<file path="src/rtl/dmem_readback_pkg.sv">
// Shared definitions for the data-memory readback engine: FSM encoding,
// word stride and readback FIFO depth.
package dmem_readback_pkg;

    typedef enum logic [1:0] {
        ST_IDLE  = 2'd0,
        ST_READ  = 2'd1,
        ST_DRAIN = 2'd2,
        ST_FIN   = 2'd3
    } rb_state_t;

    // Byte distance between consecutive data-memory words.
    localparam int unsigned WORD_STRIDE = 4;

    // Readback FIFO depth; also the cap on FIFO occupancy plus reads in flight.
    localparam int unsigned FIFO_DEPTH = 2;

endpackage

</file>
<file path="src/rtl/dmem_readback_if.sv">
// Bus bundle of the readback engine.
//   start_in/base_addr/word_count : run request (sampled in IDLE)
//   mem_rd_en/mem_addr/mem_rdata  : data-memory read port; mem_rdata is
//                                   captured on the rising edge that closes
//                                   the mem_rd_en cycle
//   out_valid/out_ready/out_addr/out_data : word stream to the consumer
//   busy/done                     : run status
// master = readback engine, slave = core / memory / consumer side.
interface dmem_readback_if #(
    parameter int unsigned ADDR_W = 32,
    parameter int unsigned DATA_W = 32,
    parameter int unsigned CNT_W  = 16
);
    logic              start_in;
    logic [ADDR_W-1:0] base_addr;
    logic [CNT_W-1:0]  word_count;
    logic              mem_rd_en;
    logic [ADDR_W-1:0] mem_addr;
    logic [DATA_W-1:0] mem_rdata;
    logic              out_valid;
    logic              out_ready;
    logic [ADDR_W-1:0] out_addr;
    logic [DATA_W-1:0] out_data;
    logic              busy;
    logic              done;

    modport master (
        input  start_in, base_addr, word_count, mem_rdata, out_ready,
        output mem_rd_en, mem_addr, out_valid, out_addr, out_data, busy, done
    );

    modport slave (
        output start_in, base_addr, word_count, mem_rdata, out_ready,
        input  mem_rd_en, mem_addr, out_valid, out_addr, out_data, busy, done
    );
endinterface

</file>
<file path="src/rtl/rb_fifo2.sv">
// Two-entry FIFO built as head/tail registers so the head drives the output
// directly from a flop.
//   clk, rst        : clock, asynchronous active-high reset
//   i_push, i_data  : write strobe and payload (never pushed when full)
//   i_pop           : consume head (ignored when empty)
//   o_valid, o_data : FIFO non-empty and head payload
//   o_count         : current occupancy (0..2)
module rb_fifo2 #(
    parameter int unsigned WIDTH = 64
) (
    input  logic             clk,
    input  logic             rst,
    input  logic             i_push,
    input  logic [WIDTH-1:0] i_data,
    input  logic             i_pop,
    output logic             o_valid,
    output logic [WIDTH-1:0] o_data,
    output logic [1:0]       o_count
);

    logic [WIDTH-1:0] r_head;
    logic [WIDTH-1:0] r_tail;
    logic [1:0]       r_count;
    logic             r_valid;
    logic             w_pop;
    logic [1:0]       w_count_nxt;

    assign w_pop       = i_pop & r_valid;
    assign w_count_nxt = r_count + 2'(i_push) - 2'(w_pop);

    // Head always holds the oldest entry; a pop shifts the tail forward.
    always_ff @(posedge clk or posedge rst) begin
        if (rst) begin
            r_head  <= '0;
            r_tail  <= '0;
            r_count <= '0;
            r_valid <= 1'b0;
        end else begin
            r_count <= w_count_nxt;
            r_valid <= (w_count_nxt != 2'd0);
            case ({i_push, w_pop})
                2'b10: begin
                    if (r_count == 2'd0) r_head <= i_data;
                    else                 r_tail <= i_data;
                end
                2'b01: r_head <= r_tail;
                2'b11: begin
                    if (r_count == 2'd1) begin
                        r_head <= i_data;
                    end else begin
                        r_head <= r_tail;
                        r_tail <= i_data;
                    end
                end
                default: ;
            endcase
        end
    end

    assign o_valid = r_valid;
    assign o_data  = r_head;
    assign o_count = r_count;

endmodule

</file>
<file path="src/rtl/dmem_readback.sv">
// Data-memory readback engine: on start, reads word_count consecutive words
// from base_addr (4-byte stride, wrapping) and streams {address, data} to a
// valid/ready consumer through a 2-entry FIFO.
//   clk   : clock
//   reset : asynchronous active-high reset
//   bus   : dmem_readback_if.master (request, memory port, output stream,
//           busy/done status)
module dmem_readback
    import dmem_readback_pkg::*;
#(
    parameter int unsigned ADDR_W = 32,
    parameter int unsigned DATA_W = 32,
    parameter int unsigned CNT_W  = 16
) (
    input  logic                   clk,
    input  logic                   reset,
    dmem_readback_if.master        bus
);

    localparam int unsigned PAY_W = ADDR_W + DATA_W;

    rb_state_t         r_state;
    rb_state_t         w_state_nxt;
    logic              r_rd_en;
    logic              w_rd_en_nxt;
    logic [ADDR_W-1:0] r_mem_addr;
    logic [ADDR_W-1:0] w_mem_addr_nxt;
    logic [ADDR_W-1:0] r_next_addr;
    logic [ADDR_W-1:0] w_next_addr_nxt;
    logic [CNT_W-1:0]  r_remaining;
    logic [CNT_W-1:0]  w_remaining_nxt;
    logic              r_busy;
    logic              r_done;

    logic              w_fifo_valid;
    logic [PAY_W-1:0]  w_fifo_data;
    logic [1:0]        w_fifo_count;
    logic              w_pop;
    logic [2:0]        w_occ_after;
    logic              w_room;

    // The read issued last cycle lands in the FIFO at this edge, so it counts
    // against the space available to a read issued now.
    assign w_pop       = w_fifo_valid & bus.out_ready;
    assign w_occ_after = 3'(w_fifo_count) + 3'(r_rd_en) - 3'(w_pop);
    assign w_room      = (w_occ_after < 3'(FIFO_DEPTH));

    rb_fifo2 #(
        .WIDTH (PAY_W)
    ) u_fifo (
        .clk     (clk),
        .rst     (reset),
        .i_push  (r_rd_en),
        .i_data  ({r_mem_addr, bus.mem_rdata}),
        .i_pop   (w_pop),
        .o_valid (w_fifo_valid),
        .o_data  (w_fifo_data),
        .o_count (w_fifo_count)
    );

    // Next-state and read-issue decision.
    always_comb begin
        w_state_nxt     = r_state;
        w_rd_en_nxt     = 1'b0;
        w_mem_addr_nxt  = r_mem_addr;
        w_next_addr_nxt = r_next_addr;
        w_remaining_nxt = r_remaining;
        case (r_state)
            ST_IDLE: begin
                if (bus.start_in) begin
                    if (bus.word_count != '0) begin
                        w_state_nxt     = ST_READ;
                        w_rd_en_nxt     = 1'b1;
                        w_mem_addr_nxt  = bus.base_addr;
                        w_next_addr_nxt = bus.base_addr + ADDR_W'(WORD_STRIDE);
                        w_remaining_nxt = bus.word_count - CNT_W'(1);
                    end else begin
                        w_state_nxt = ST_FIN;
                    end
                end
            end
            ST_READ: begin
                if (r_remaining == '0) begin
                    w_state_nxt = ST_DRAIN;
                end else if (w_room) begin
                    w_rd_en_nxt     = 1'b1;
                    w_mem_addr_nxt  = r_next_addr;
                    w_next_addr_nxt = r_next_addr + ADDR_W'(WORD_STRIDE);
                    w_remaining_nxt = r_remaining - CNT_W'(1);
                end
            end
            ST_DRAIN: begin
                if (w_occ_after == 3'd0) w_state_nxt = ST_FIN;
            end
            ST_FIN: begin
                w_state_nxt = ST_IDLE;
            end
            default: begin
                w_state_nxt = ST_IDLE;
            end
        endcase
    end

    // State and registered outputs.
    always_ff @(posedge clk or posedge reset) begin
        if (reset) begin
            r_state     <= ST_IDLE;
            r_rd_en     <= 1'b0;
            r_mem_addr  <= '0;
            r_next_addr <= '0;
            r_remaining <= '0;
            r_busy      <= 1'b0;
            r_done      <= 1'b0;
        end else begin
            r_state     <= w_state_nxt;
            r_rd_en     <= w_rd_en_nxt;
            r_mem_addr  <= w_mem_addr_nxt;
            r_next_addr <= w_next_addr_nxt;
            r_remaining <= w_remaining_nxt;
            r_busy      <= (w_state_nxt != ST_IDLE);
            r_done      <= (w_state_nxt == ST_FIN);
        end
    end

    assign bus.mem_rd_en = r_rd_en;
    assign bus.mem_addr  = r_mem_addr;
    assign bus.out_valid = w_fifo_valid;
    assign bus.out_addr  = w_fifo_data[PAY_W-1 -: ADDR_W];
    assign bus.out_data  = w_fifo_data[DATA_W-1:0];
    assign bus.busy      = r_busy;
    assign bus.done      = r_done;

endmodule
</file>
<file path="src/flat_wrapper.sv">
// flat-port wrapper written by rule: the top's interface ports become plain ports
module dmem_readback_flat import dmem_readback_pkg::*;
#(
    parameter int unsigned ADDR_W = 32,
    parameter int unsigned DATA_W = 32,
    parameter int unsigned CNT_W  = 16
)
  (clk, reset, bus_start_in, bus_base_addr, bus_word_count, bus_mem_rdata, bus_out_ready, bus_mem_rd_en, bus_mem_addr, bus_out_valid, bus_out_addr, bus_out_data, bus_busy, bus_done);
  dmem_readback_if #(.ADDR_W(ADDR_W), .DATA_W(DATA_W), .CNT_W(CNT_W)) bus_i ();
  input  logic clk;
  input  logic reset;
  input wire logic [$bits(bus_i.start_in)-1:0] bus_start_in;
  input wire logic [$bits(bus_i.base_addr)-1:0] bus_base_addr;
  input wire logic [$bits(bus_i.word_count)-1:0] bus_word_count;
  input wire logic [$bits(bus_i.mem_rdata)-1:0] bus_mem_rdata;
  input wire logic [$bits(bus_i.out_ready)-1:0] bus_out_ready;
  output wire logic [$bits(bus_i.mem_rd_en)-1:0] bus_mem_rd_en;
  output wire logic [$bits(bus_i.mem_addr)-1:0] bus_mem_addr;
  output wire logic [$bits(bus_i.out_valid)-1:0] bus_out_valid;
  output wire logic [$bits(bus_i.out_addr)-1:0] bus_out_addr;
  output wire logic [$bits(bus_i.out_data)-1:0] bus_out_data;
  output wire logic [$bits(bus_i.busy)-1:0] bus_busy;
  output wire logic [$bits(bus_i.done)-1:0] bus_done;
  assign bus_i.start_in = bus_start_in;
  assign bus_i.base_addr = bus_base_addr;
  assign bus_i.word_count = bus_word_count;
  assign bus_i.mem_rdata = bus_mem_rdata;
  assign bus_i.out_ready = bus_out_ready;
  assign bus_mem_rd_en = bus_i.mem_rd_en;
  assign bus_mem_addr = bus_i.mem_addr;
  assign bus_out_valid = bus_i.out_valid;
  assign bus_out_addr = bus_i.out_addr;
  assign bus_out_data = bus_i.out_data;
  assign bus_busy = bus_i.busy;
  assign bus_done = bus_i.done;
  dmem_readback #(.ADDR_W(ADDR_W), .DATA_W(DATA_W), .CNT_W(CNT_W)) u_core (.clk(clk), .reset(reset), .bus(bus_i));
endmodule
</file>
<file path="config.mk">
export PLATFORM = sky130hd
export DESIGN_NAME = dmem_readback_flat
export DESIGN_NICKNAME = d
export VERILOG_FILES = /design/src/rtl/dmem_readback_pkg.sv /design/src/rtl/dmem_readback_if.sv /design/src/rtl/rb_fifo2.sv /design/src/rtl/dmem_readback.sv /design/src/flat_wrapper.sv
export SDC_FILE = /design/constraint.sdc
export NUM_CORES = 1
export LEC_CHECK = 0
export CORE_ASPECT_RATIO = 1.25
export CORE_MARGIN = 2
export CORE_UTILIZATION = 50
export DETAILED_ROUTE_END_ITERATION = 8
export PLACE_DENSITY = 0.8
export SKIP_LAST_GASP = 1
export SYNTH_ARGS = -nofsm -noshare
export SYNTH_HDL_FRONTEND = slang
export SYNTH_HIERARCHICAL = 1
export SYNTH_SLANG_ARGS = --single-unit
</file>
<file path="constraint.sdc">
create_clock -name clk -period 6.2 [get_ports clk]
set_clock_uncertainty 0.2 [all_clocks]
set_input_delay 1.24 -clock clk [delete_from_list [all_inputs] [get_ports clk]]
set_output_delay 1.24 -clock clk [all_outputs]
set_load 0.02 [all_outputs]
</file>
## After elaboration in Yosys (flattened, before gate mapping)

Index checks and enable logic that the tools add are counted.
W data, S select, Z words.

- $add $sub $neg: 8
- Div/mod/pow operators: 0
- Shifts and indexed selects: 0
- Equal/unequal tests: 15
- Magnitude comparators: 1
- $mul: 0
- Multiplexer cells: 31
- Bitwise operators: 2
- Reduce and logical (&&, ||, !) cells: 13

Operators with widths:

| operator | count |
|---|---|
| $mux W32 | 8 |
| $mux W64 | 4 |
| $pmux W64 S3 | 1 |
| $pmux W32 S2 | 2 |
| $pmux W64 S2 | 1 |
| $add A32 B3 Y32 const B | 2 |
| $mux W16 | 4 |
| $pmux W16 S2 | 1 |
| $sub A16 B1 Y16 const B | 2 |
| $logic_not A16 Y1 | 1 |
| $reduce_bool A16 Y1 | 1 |
| $eq A2 B2 Y1 const B | 5 |
| $ne A2 B2 Y1 const B | 5 |
| $mux W2 | 4 |
| $pmux W2 S4 | 1 |
| $reduce_bool A2 Y1 | 4 |
| $eq A2 B1 Y1 const B | 3 |
| $reduce_and A5 Y1 | 1 |
| $logic_not A2 Y1 | 2 |
| $mux W1 | 4 |
| $ne A2 B1 Y1 const B | 2 |
| $add A2 B1 Y3 | 1 |
| $logic_not A3 Y1 | 1 |
| $lt A3 B2 Y1 const B | 1 |
| other kinds (8) | 9 |

- Output and inout port bits: 100
- Register bits: 216
- Bits of input ports: 84
- Memories kept: 0
- RAM bits: 0
- Bits in latches: 0
- Word-level logic and storage cells: 81
- ROM bits: 0

## Depth between registers and ports, before layout

Gate-level depths: netlist of the first run.

- Depth in word-level cells: 6
- Gate-level depth with buffers: 15
- Mapped depth without buffers: 13

## By module

Netlist of the first run, hierarchy kept.

By module, submodules not included:

| module | cells an instance | times used | sequential area each (µm²) | area an instance (µm²) |
|---|---|---|---|---|
| rb_fifo2 | 520 | 1 | 3278.1 | 5735.5 |
| dmem_readback | 678 | 1 | 2127.0 | 5639.2 |

## Worst setup path before layout of the first run

OpenSTA, ideal clock, no wires.

- Path type: input port to flip-flop
- Start point: in bus_out_ready
- End point: reg u_core.r_mem_addr[0] (netlist: u_core/bus.mem_addr[0])
- Arrival time: 3.476 ns
- Setup time: 0.141 ns
- Buffers on the path: 2
- Data required time: 5.859 ns
- Cell stages on the path: 13
- Setup slack: 2.383 ns
- Cell sequence: and2_1 ha_1 inv_1 ha_1 fa_1 xnor2_1 nor3_1 o31ai_1 and2_0 clkinv_1 buf_2 buf_1 a31oi_1

- Word-level cells in the longest chain between the ends: 5

Ends and longest elaborated chain:

| item | RTL line | text |
|---|---|---|
| start, declared | flat_wrapper.sv:16 | `input wire logic [$bits(bus_i.out_ready)-1:0] bus_out_ready;` |
| $and A1 B1 Y1 | dmem_readback.sv:44 | `assign w_pop = w_fifo_valid & bus.out_ready;` |
| $sub A3 B1 Y3 | dmem_readback.sv:45 | `assign w_occ_after = 3'(w_fifo_count) + 3'(r_rd_en) - 3'(w_pop);` |
| $lt A3 B2 Y1 | dmem_readback.sv:46 | `assign w_room = (w_occ_after < 3'(FIFO_DEPTH));` |
| $ne A2 B1 Y1 (no source line) | - |  |
| $reduce_and A5 Y1 (no source line) | - |  |
| end signal, assigned | dmem_readback.sv:117 | `r_mem_addr <= w_mem_addr_nxt;` |
| end, declared | dmem_readback.sv:26 | `logic [ADDR_W-1:0] r_mem_addr;` |

No other way between the ends.
A chain may end at the register's enable or synchronous reset.

## Final worst setup path of the first run

- Start point: in bus_out_ready
- End point: reg u_core.r_next_addr[29]

- Word-level cells in the longest chain between the ends: 5

Ends and longest elaborated chain:

| item | RTL line | text |
|---|---|---|
| $and A1 B1 Y1 | dmem_readback.sv:44 |  |
| named net u_core.w_pop | dmem_readback.sv:38 | `logic w_pop;` |
| $sub A3 B1 Y3 | dmem_readback.sv:45 |  |
| $lt A3 B2 Y1 | dmem_readback.sv:46 |  |
| $ne A2 B1 Y1 (no source line) | - |  |
| $reduce_and A5 Y1 (no source line) | - |  |
| end signal, assigned | dmem_readback.sv:118 | `r_next_addr <= w_next_addr_nxt;` |
| end, declared | dmem_readback.sv:28 | `logic [ADDR_W-1:0] r_next_addr;` |

The timed path passes the listed nets, and every way through them passes these cells.

==> flow_summary.json, run 1 <==
{
  "dpl_cell_area_um2": 13200,
  "ys_warn_count": 6,
  "ant_nets": 0,
  "portBuffers": 183,
  "drt_pass1_iterations": 5,
  "post_drt_wl_per_cell_um": 18.4,
  "dr_total_vias": 9793,
  "rows": 61,
  "synth_ff_type": "dfrtp_1",
  "cts-hold-fix-buffers": 0,
  "fin_crit_ns": 4.68,
  "dieArea_um2": 24000,
  "synth_seq_cells": 216,
  "crit_arrival_ns": 4.89,
  "syn_avg_cell_area_um2": 9.49,
  "hold_path.class": "reg -> reg",
  "diodes": 0,
  "clk_pin_slew_ns": 0.06,
  "outcome": "finished, final reports clean",
  "ctsLongestPathBuffers": 3,
  "synth_largest_area_cell": "dfrtp_1",
  "io_pins": 184,
  "final_nets": 1415,
  "drc": 0,
  "insertion_delay_ns": 0.50,
  "hold_viol": 0,
  "syn_to_final_growth_pct": 23.1,
  "cap_violations": 0,
  "max-vdd-ir-drop_mv": 0.370,
  "initial_utilization_pct": 51.0,
  "crit_path_end_kind": "flip-flop",
  "synthDistinctLibCells": 80,
  "synth_fp_nets": 1288,
  "p_leak_nw": 5.57,
  "synth.top_cells.by_area": "dfrtp_1, mux2_2, o21ai_0",
  "grt_pass1_vias": 9450,
  "critPathRequiredTime_ns": 6.41,
  "slew_viol_final": 0,
  "power_density_nw_per_um2": 539,
  "synth_top_cells_by_count": "dfrtp_1, o21ai_0, nor2_1",
  "grt_pass1_wl_um": 49300,
  "grt-ovfl-total": 0,
  "grt_max_degree": 111,
  "h-tree-depth": 1,
  "synth_top_area_share_pct": 47.5,
  "fin_util_pct": 62.8,
  "multiInputGateArea_um2": 5500,
  "area.sequential_um2": 5410,
  "crit_path_start_kind": "primary input",
  "setup_viol": 0,
  "synth_cells": 1198,
  "setup_tns_ns": 0,
  "rsz0062_at_grt": "false",
  "grt_usage_pct": 24.4,
  "synth.cell_area_um2": 11400,
  "drt_iter0_drc": 843,
  "clockRootBuffer": "clkbuf_16",
  "total_power_mw": 7.55,
  "antenna_found_initial": 0,
  "worstPathMaxFanout": 47,
  "seq_area_frac_synth_pct": 47.5,
  "cts_resized": 0,
  "die_h_um": 173,
  "final_area_um2": 14000,
  "drive_gt1_share_pct": 11.6,
  "synth_edf_count": 0,
  "synth.most_common_cell": "dfrtp_1",
  "hold_depth": 1,
  "core_um2": 22300,
  "synthArstFlopShare_pct": 100,
  "worst_pin_slew_ns": 1.15,
  "fill_cells": 1822,
  "reg2reg_slack_ns": 2.20,
  "fmax_ghz": 0.214,
  "postCtsSetupRepairBufs": 0,
  "cts_buffers": 23,
  "cts.sinks": 216,
  "crit_type": "in -> reg",
  "slew_headroom_pct": 23.3,
  "r2r_cells": 13,
  "chipWidth_um": 139,
  "hpwlAfterDp_um": 19500,
  "post-route-period-util_pct": 75.5,
  "cts_tree": "built",
  "place.gp.congestion": 0.856,
  "postRouteWirelength_um": 29900,
  "routed_via_density": 6.03
}
logic make-up after synthesis:
family / synth area share, %
buffers and inverters: 4.36
adders and majority gates: 0.726
xor gates and xnor gates: 0.770
and+or+nand+nor: 18.0
AOI/OAI and AO/OA: 16.9
muxes: 11.7
DFF: 47.5
layer usage:
layer	part of all wire [%]	wire length, um	track usage [%]	up-vias
met2	49	14700	41.1	377
met3	6.5	1940	3.35	35
met5	0	0	0	-
li1	-	-	-	4633
met1	42	12700	33.6	4748
met4	1.9	563	6.19	0
registers in the layout, indices dropped and copies added, names as in the netlist:
signal,cells
u_core/bus.mem_addr,32
u_core/r_remaining,16
u_core/u_fifo/o_valid,1
u_core/u_fifo/r_tail,64
u_core/u_fifo/o_data,64
u_core/r_next_addr,32
u_core/u_fifo/o_count,2
u_core/r_state,2
u_core/bus.mem_rd_en,1
u_core/bus.busy,1
u_core/bus.done,1
layout make-up:
class                           count  area share (%)
Clock buffer                       33            4.81
Clock inverter                      8           0.536
Inverter                           14           0.420
Multi-Input combinational cell    874            39.3
Sequential cell                   216            38.6
Tap cell                          283            2.53
Timing Repair Buffer              196            13.8
cell usage in the layout (no fill, tap or decap), types with 70 or more instances in the layout:
cell / count
nand2_1: 84
dfrtp_1: 216
a31oi_1: 76
nor3_1: 85
nor2_1: 87
clkdlybuf4s50_1: 183
a21oi_1: 70
o21ai_0: 112
mux2_2: 75
nand3_1: 75
path summary, 6_finish.rpt:
path                                     startpoint                       end
min in group asynchronous                     reset   u_core/bus.mem_addr[27]
max in group asynchronous                     reset  u_core/u_fifo/o_data[39]
setup / recovery                      bus_out_ready    u_core/r_next_addr[29]
hold reg to reg            u_core/u_fifo/r_tail[26]  u_core/u_fifo/r_tail[26]
setup reg to reg              u_core/u_fifo/o_valid    u_core/r_next_addr[29]
hold / removal             u_core/u_fifo/r_tail[26]  u_core/u_fifo/r_tail[26]
power breakdown:
group	internal (mW)	total, mW	switching, mW
registers	2.09	2.60	0.512
logic	1.54	3.60	2.05
clock network	0.797	1.35	0.550
total	4.43	7.55	3.12
stage by stage:
step / instances / setup slack, ns / hold WS, ns
after floorplan: 1198 / 1.26 / 0.261
after detailed placement: 1583 / 1.01 / 0.281
after CTS: 1624 / 1.53 / 0.297
after global routing: 1624 / 1.21 / 0.312
after global placement: 1583 / 1.09 / 0.274
final: 1624 / 1.52 / 0.301
critical path, cell delays in order:
cell and delay, ns:
clkdlybuf4s50_1 0.47, and2_1 0.23, ha_1 0.26, inv_1 0.05, ha_1 0.15, fa_1 0.43, nor3_1 0.28, o31ai_1 0.16
and2_2 0.38, inv_2 0.61, buf_4 0.34, nor2_1 0.06, a211oi_1 0.19
Note: power is estimated with default switching activity, not from simulation.
==> run 2, diff against run 1 <==
--- a/config.mk
+++ b/config.mk
@@ -7,9 +7,9 @@
 export LEC_CHECK = 0
 export CORE_ASPECT_RATIO = 1.25
 export CORE_MARGIN = 2
-export CORE_UTILIZATION = 50
+export CORE_UTILIZATION = 49
 export DETAILED_ROUTE_END_ITERATION = 8
-export PLACE_DENSITY = 0.8
+export PLACE_DENSITY = 0.82
 export SKIP_LAST_GASP = 1
 export SYNTH_ARGS = -nofsm -noshare
 export SYNTH_HDL_FRONTEND = slang
==> constraint.sdc (replaced) <==
create_clock -name clk -period 4.3 [get_ports clk]
set_clock_uncertainty 0.2 [all_clocks]
set_input_delay 0.86 -clock clk [delete_from_list [all_inputs] [get_ports clk]]
set_output_delay 0.86 -clock clk [all_outputs]
set_load 0.02 [all_outputs]
==> run 2 against run 1 <==
Compared with the run above:
- wire length shrank 0.55%
- sequential power grew 44%
- combinational power grew 49%
- register-to-register slack lost 1.4 ns
- sequential share of layout area shrank 0.49 points
- final cell count grew 0.80%
- clock power grew 47%
- cell area grew 1.3%
- power grew 47%
- largest cell class unchanged
- core utilization shrank 0.85 points
==> flow_summary.json, run 2 (same netlist as run 1, synthesis figures left out) <==
{
  "ctsLongestPathBuffers": 3,
  "drc": 0,
  "crit_arrival_ns": 3.89,
  "grt_usage_pct": 24.2,
  "grt-ovfl-total": 0,
  "hold_path.class": "reg -> reg",
  "power_density_nw_per_um2": 784,
  "initial_utilization_pct": 49.7,
  "layout_common_cells": "dfrtp_1, clkdlybuf4s50_1, o21ai_0, nor2_1, nor3_1",
  "dr_total_vias": 9831,
  "grt_pass1_wl_um": 49200,
  "final_nets": 1426,
  "dieArea_um2": 24500,
  "dp_cells": 1600,
  "cts-hold-fix-buffers": 0,
  "p_leak_nw": 5.65,
  "core_um2": 22900,
  "post-route-period-util_pct": 86.2,
  "outcome": "finished, final reports clean",
  "worst_pin_slew_ns": 1.14,
  "critPathRequiredTime_ns": 4.48,
  "crit_type": "in -> reg",
  "syn_to_final_growth_pct": 24.6,
  "drt_iter0_drc": 975,
  "hold_viol": 0,
  "die_h_um": 174,
  "post_drt_wl_per_cell_um": 18.2,
  "cts_resized": 0,
  "cts.sinks": 216,
  "total_power_mw": 11.1,
  "cts_tree": "built",
  "cap_violations": 0,
  "antenna_found_initial": 0,
  "grt_max_degree": 129,
  "fin_util_pct": 62.0,
  "grt_pass1_vias": 9588,
  "worstPathMaxFanout": 37,
  "clk_pin_slew_ns": 0.06,
  "setup_viol": 0,
  "portBuffers": 183,
  "postRouteWirelength_um": 29800,
  "diodes": 0,
  "rsz0062_at_grt": "false",
  "hold_path_end": "u_core/u_fifo/r_tail[25]",
  "setup_tns_ns": 0,
  "drive_gt1_share_pct": 12.3,
  "insertion_delay_ns": 0.49,
  "cts_buffers": 22,
  "r2r_cells": 8,
  "fill_cells": 1854,
  "final_area_um2": 14200,
  "hpwlAfterDp_um": 19600,
  "io_pins": 184,
  "rows": 62,
  "crit_path_end_kind": "flip-flop",
  "place.gp.congestion": 0.892,
  "fin_crit_ns": 3.71,
  "h-tree-depth": 1,
  "fmax_ghz": 0.270,
  "r2r_start": "u_core/r_state[0]",
  "clockRootBuffer": "clkbuf_16",
  "slew_viol_final": 0,
  "reg2reg_slack_ns": 0.83,
  "crit_path_start_kind": "primary input",
  "chipWidth_um": 140,
  "worstHoldStart": "u_core/u_fifo/r_tail[25]",
  "drt_pass1_iterations": 5,
  "postCtsSetupRepairBufs": 0,
  "ant_nets": 0,
  "dpl_cell_area_um2": 13400,
  "final_common_cell": "dfrtp_1",
  "max-vdd-ir-drop_mv": 0.385,
  "fin_cells": 1637,
  "slew_headroom_pct": 23.7,
  "routed_via_density": 6.01,
  "hold_depth": 1,
  "timing.rr.end": "u_core/r_next_addr[14]"
}
[run 2: cell count changes in the layout (fill, tap and decap cells not counted)]
cell | previous run | this run
inv_6 | 3 | 0
bufinv_16 | 1 | 3
buf_4 | 13 | 19
clkinvlp_4 | 1 | 3
clkbuf_1 | 4 | 2
buf_12 | 0 | 6
clkbuf_8 | 6 | 4
clkinv_2 | 5 | 4
[run 2: metal layers]
layer  track usage [%]  part of all wire [%]  vias to the layer above
met5                 0                     0                        -
met4              6.86                   2.3                        0
met3              2.75                   5.8                       52
met2              40.9                    49                      366
met1              33.0                    43                     4768
li1                  -                     -                     4645
[run 2: cell type report]
cell class / instances / area, um^2 / share of cell area, %
Clock buffer: 29 / 638 / 4.50
Sequential cell: 216 / 5410 / 38.1
Timing Repair Buffer: 208 / 2090 / 14.8
Multi-Input combinational cell: 874 / 5500 / 38.8
Clock inverter: 8 / 120 / 0.847
Tap cell: 288 / 360 / 2.54
Inverter: 14 / 57.6 / 0.406
[run 2: stage by stage]
stage          worst slack (ns)  hold slack, ns
4_1_cts                   0.583           0.297
6_report                  0.593           0.294
5_1_grt                   0.453           0.322
2_1_floorplan             0.726           0.261
3_3_place_gp              0.190           0.274
3_5_place_dp             0.0780           0.282
[run 2: power by group]
| group | leakage, nW | switching (mW) | internal [mW] |
|---|---|---|---|
| Sequential | 2.51 | 0.730 | 3.02 |
| Combinational | 2.78 | 3.01 | 2.37 |
| Clock | 0.369 | 0.776 | 1.22 |
[run 2: worst max-delay path by stage]
stage,slack (ns),end,cells after the start,start
6_report,0.59,u_core/r_remaining[12],13,bus_out_ready
3_5_place_dp,0.08,u_core/r_remaining[12],13,bus_out_ready
3_3_place_gp,0.19,u_core/r_remaining[12],13,bus_out_ready
5_1_grt,0.45,u_core/bus.mem_addr[10],14,bus_out_ready
2_1_floorplan,0.73,u_core/r_next_addr[14],14,u_core/r_state[1]
4_1_cts,0.58,u_core/r_remaining[12],13,bus_out_ready
[run 2: critical path, stage by stage]
cell and delay [ns]:
clkdlybuf4s50_1 0.40, and2_1 0.16, ha_1 0.27, inv_1 0.04, ha_1 0.18, fa_1 0.39
xnor2_1 0.15, nor3_1 0.26, o31ai_1 0.14, and2_2 0.26, buf_12 0.18, or4_1 0.48
o211a_1 0.12
==> run 3, diff against run 2 <==
--- a/config.mk
+++ b/config.mk
@@ -13,5 +13,4 @@
 export SKIP_LAST_GASP = 1
 export SYNTH_ARGS = -nofsm -noshare
 export SYNTH_HDL_FRONTEND = slang
-export SYNTH_HIERARCHICAL = 1
 export SYNTH_SLANG_ARGS = --single-unit
==> run 3 against run 2 <==
Compared with the run above:
- count of clock-buffer cells in the layout rose by 2
- non-clock buffer count up 1
- critical endpoint is now u_core.bus.mem_addr[13]
- first-iteration DRC count shrank 24%
- largest cell class is now registers
- final cell count down 3.4%
- combinational power grew 19%
- sequential power grew 2%
- core utilization increased by 1.1 points
- worst setup slack gained 0.16 ns
- critical path type unchanged
- worst hold slack got worse by 0.00067 ns
- clock power down 4%
==> flow_summary.json, run 3 <==
{
  "outcome": "finished, final reports clean",
  "p_leak_nw": 5.76,
  "fin_ws_ns": 0.752,
  "ys_warn_count": 0,
  "layout_common_cells": "dfrtp_1, clkdlybuf4s50_1, nor2_1, a21oi_1, nand2_1",
  "crit_path_start_kind": "primary input",
  "place.gp.congestion": 0.907,
  "cts_resized": 0,
  "drive_gt1_share_pct": 13.0,
  "core_um2": 22300,
  "synthArstFlopShare_pct": 100,
  "fmax_ghz": 0.282,
  "setup_tns_ns": 0,
  "grt_usage_pct": 22.8,
  "swShare_pct": 42.1,
  "p_int_mw": 7.03,
  "comb_power_share_pct": 52.7,
  "crit_path_end_kind": "flip-flop",
  "synth.most_common_cell": "dfrtp_1",
  "crit_type": "in -> reg",
  "final_common_cell": "dfrtp_1",
  "cts_tree": "built",
  "hold_path.class": "reg -> reg",
  "clockPowerShare_pct": 15.8,
  "clk_pin_slew_ns": 0.06,
  "drt_pass1_iterations": 7,
  "drt_iter0_drc": 743,
  "postRouteWirelength_um": 27600,
  "fin_util_pct": 63.1,
  "die_h_um": 172,
  "routed_via_density": 5.87,
  "cts-hold-fix-buffers": 0,
  "pwr-share-seq_pct": 31.4,
  "antenna_found_initial": 2,
  "rows": 61,
  "final_nets": 1378,
  "chipWidth_um": 139,
  "whs_ns": 0.293,
  "portBuffers": 183,
  "slew_headroom_pct": 26.2,
  "grt_pass1_vias": 9114,
  "critPathRequiredTime_ns": 4.51,
  "io_pins": 184,
  "insertion_delay_ns": 0.50,
  "grt-ovfl-total": 0,
  "ant_nets": 0,
  "synth_top_area_share_pct": 48.6,
  "fin_crit_ns": 3.55,
  "synth_fp_nets": 1218,
  "total_power_mw": 12.1,
  "synth.cell_area_um2": 11100,
  "clockRootBuffer": "clkbuf_16",
  "synth_ff_type": "dfrtp_1",
  "dieArea_um2": 23900,
  "cts_buffers": 22,
  "grt_max_degree": 65,
  "hpwlAfterDp_um": 19100,
  "crit_arrival_ns": 3.76,
  "h-tree-depth": 1,
  "synth_edf_count": 0,
  "worst_pin_slew_ns": 1.10,
  "drc": 0,
  "synth_largest_area_cell": "dfrtp_1",
  "synth_seq_cells": 216,
  "ctsLongestPathBuffers": 3,
  "cap_violations": 0,
  "postCtsSetupRepairBufs": 0,
  "initial_utilization_pct": 49.9,
  "max-vdd-ir-drop_mv": 0.467,
  "setup_viol": 0,
  "synthDistinctLibCells": 72,
  "seq_area_frac_synth_pct": 48.6,
  "synth_top_cells_by_count": "dfrtp_1, nor2_1, a21oi_1",
  "synth.top_cells.by_area": "dfrtp_1, mux2_2, a21oi_1",
  "p_sw_mw": 5.11,
  "post_drt_wl_per_cell_um": 17.4,
  "power_density_nw_per_um2": 864,
  "dr_total_vias": 9276,
  "worstPathMaxFanout": 50,
  "preCtsSetupSlack_ns": 0.263,
  "rsz0062_at_grt": "false",
  "syn_to_final_growth_pct": 26.3,
  "grt_pass1_wl_um": 45600,
  "syn_avg_cell_area_um2": 9.90,
  "slew_viol_final": 0,
  "cts.sinks": 216,
  "synth_cells": 1123,
  "hold_viol": 0,
  "post-route-period-util_pct": 82.5
}
-- run 3: cell count changes after synthesis, moves of 60 or more --
| cell | change |
|---|---|
| a31oi_1 | -60 |
| nor2_1 | +64 |
| a22oi_1 | +64 |
| nor3_1 | -66 |
| o21ai_0 | -85 |
| nand3_1 | -63 |
-- run 3: worst max-delay path, cell delays in order --
cell and delay [ns]:
clkdlybuf4s50_1 0.40, and2_1 0.19, ha_1 0.28, inv_1 0.04, ha_1 0.18, fa_1 0.37, xnor2_1 0.13, nor2_1 0.17
nand2_1 0.08, o21ba_2 0.23, inv_2 0.11, buf_12 0.24, buf_4 0.22, nor2_1 0.05, a31oi_1 0.16
-- run 3: path summary, 6_finish.rpt --
| check | from | endpoint | slack, ns | cells after the start |
|---|---|---|---|---|
| max | bus_out_ready | u_core.bus.mem_addr[13] | 0.75 | 15 |
| max reg2reg | u_core.r_state[0] | u_core.r_remaining[10] | 0.83 | 10 |
| min reg2reg | u_core.r_remaining[6] | u_core.r_remaining[6] | 0.29 | 1 |
| min in group asynchronous | reset | u_core.u_fifo.o_data[60] | 0.78 | 2 |
| min | u_core.r_remaining[6] | u_core.r_remaining[6] | 0.29 | 1 |
| max in group asynchronous | reset | u_core.r_remaining[6] | 2.21 | 3 |
-- run 3: power by group through the flow --
stage | sequential [mW] | clock (mW) | combinational, mW
floorplan | 4.21 | 0 | 3.80
global placement | 3.77 | 0 | 6.21
detailed placement | 3.83 | 0 | 6.40
CTS | 3.80 | 1.96 | 6.43
finish | 3.81 | 1.92 | 6.40
global route | 3.95 | 2.04 | 7.04
-- run 3: logic make-up (layout without fill, tap and decap cells) --
kind of cell / after synthesis / after routing / share of synthesized area [%]
muxes: 128 / 128 / 12.9
AOI/OAI and AO/OA: 309 / 309 / 17.6
buffers and inverters: 91 / 264 / 3.50
other: 0 / 2 / 0
adders and majority gates: 11 / 11 / 1.30
xor gates and xnor gates: 7 / 7 / 0.551
DFF: 216 / 216 / 48.6
and+or+nand+nor: 361 / 361 / 15.5
-- run 3: cell type report --
cell class	instances	area [um^2]
multi-input cells	816	5370
clock buffers	31	636
well taps	283	354
clock inverters	6	80.1
repair buffers	209	2130
diodes	2	5.00
fillers	1808	8230
flip-flops and latches	216	5410
inverters	18	71.3
-- run 3: routing by layer --
layer / routed length, um / share of wire [%] / GRT usage, %
met5: 0 / 0 / 0
met4: 793 / 2.9 / 7.82
met3: 1730 / 6.3 / 3.93
met2: 13500 / 49 / 38.6
met1: 11600 / 42 / 30.1
-- run 3: metrics by stage --
step	area, um^2	cells
3_5_place_dp	13300	1542
3_3_place_gp	13300	1542
4_1_cts	14000	1579
6_report	14100	1581
5_1_grt	14100	1581
2_1_floorplan	11100	1123
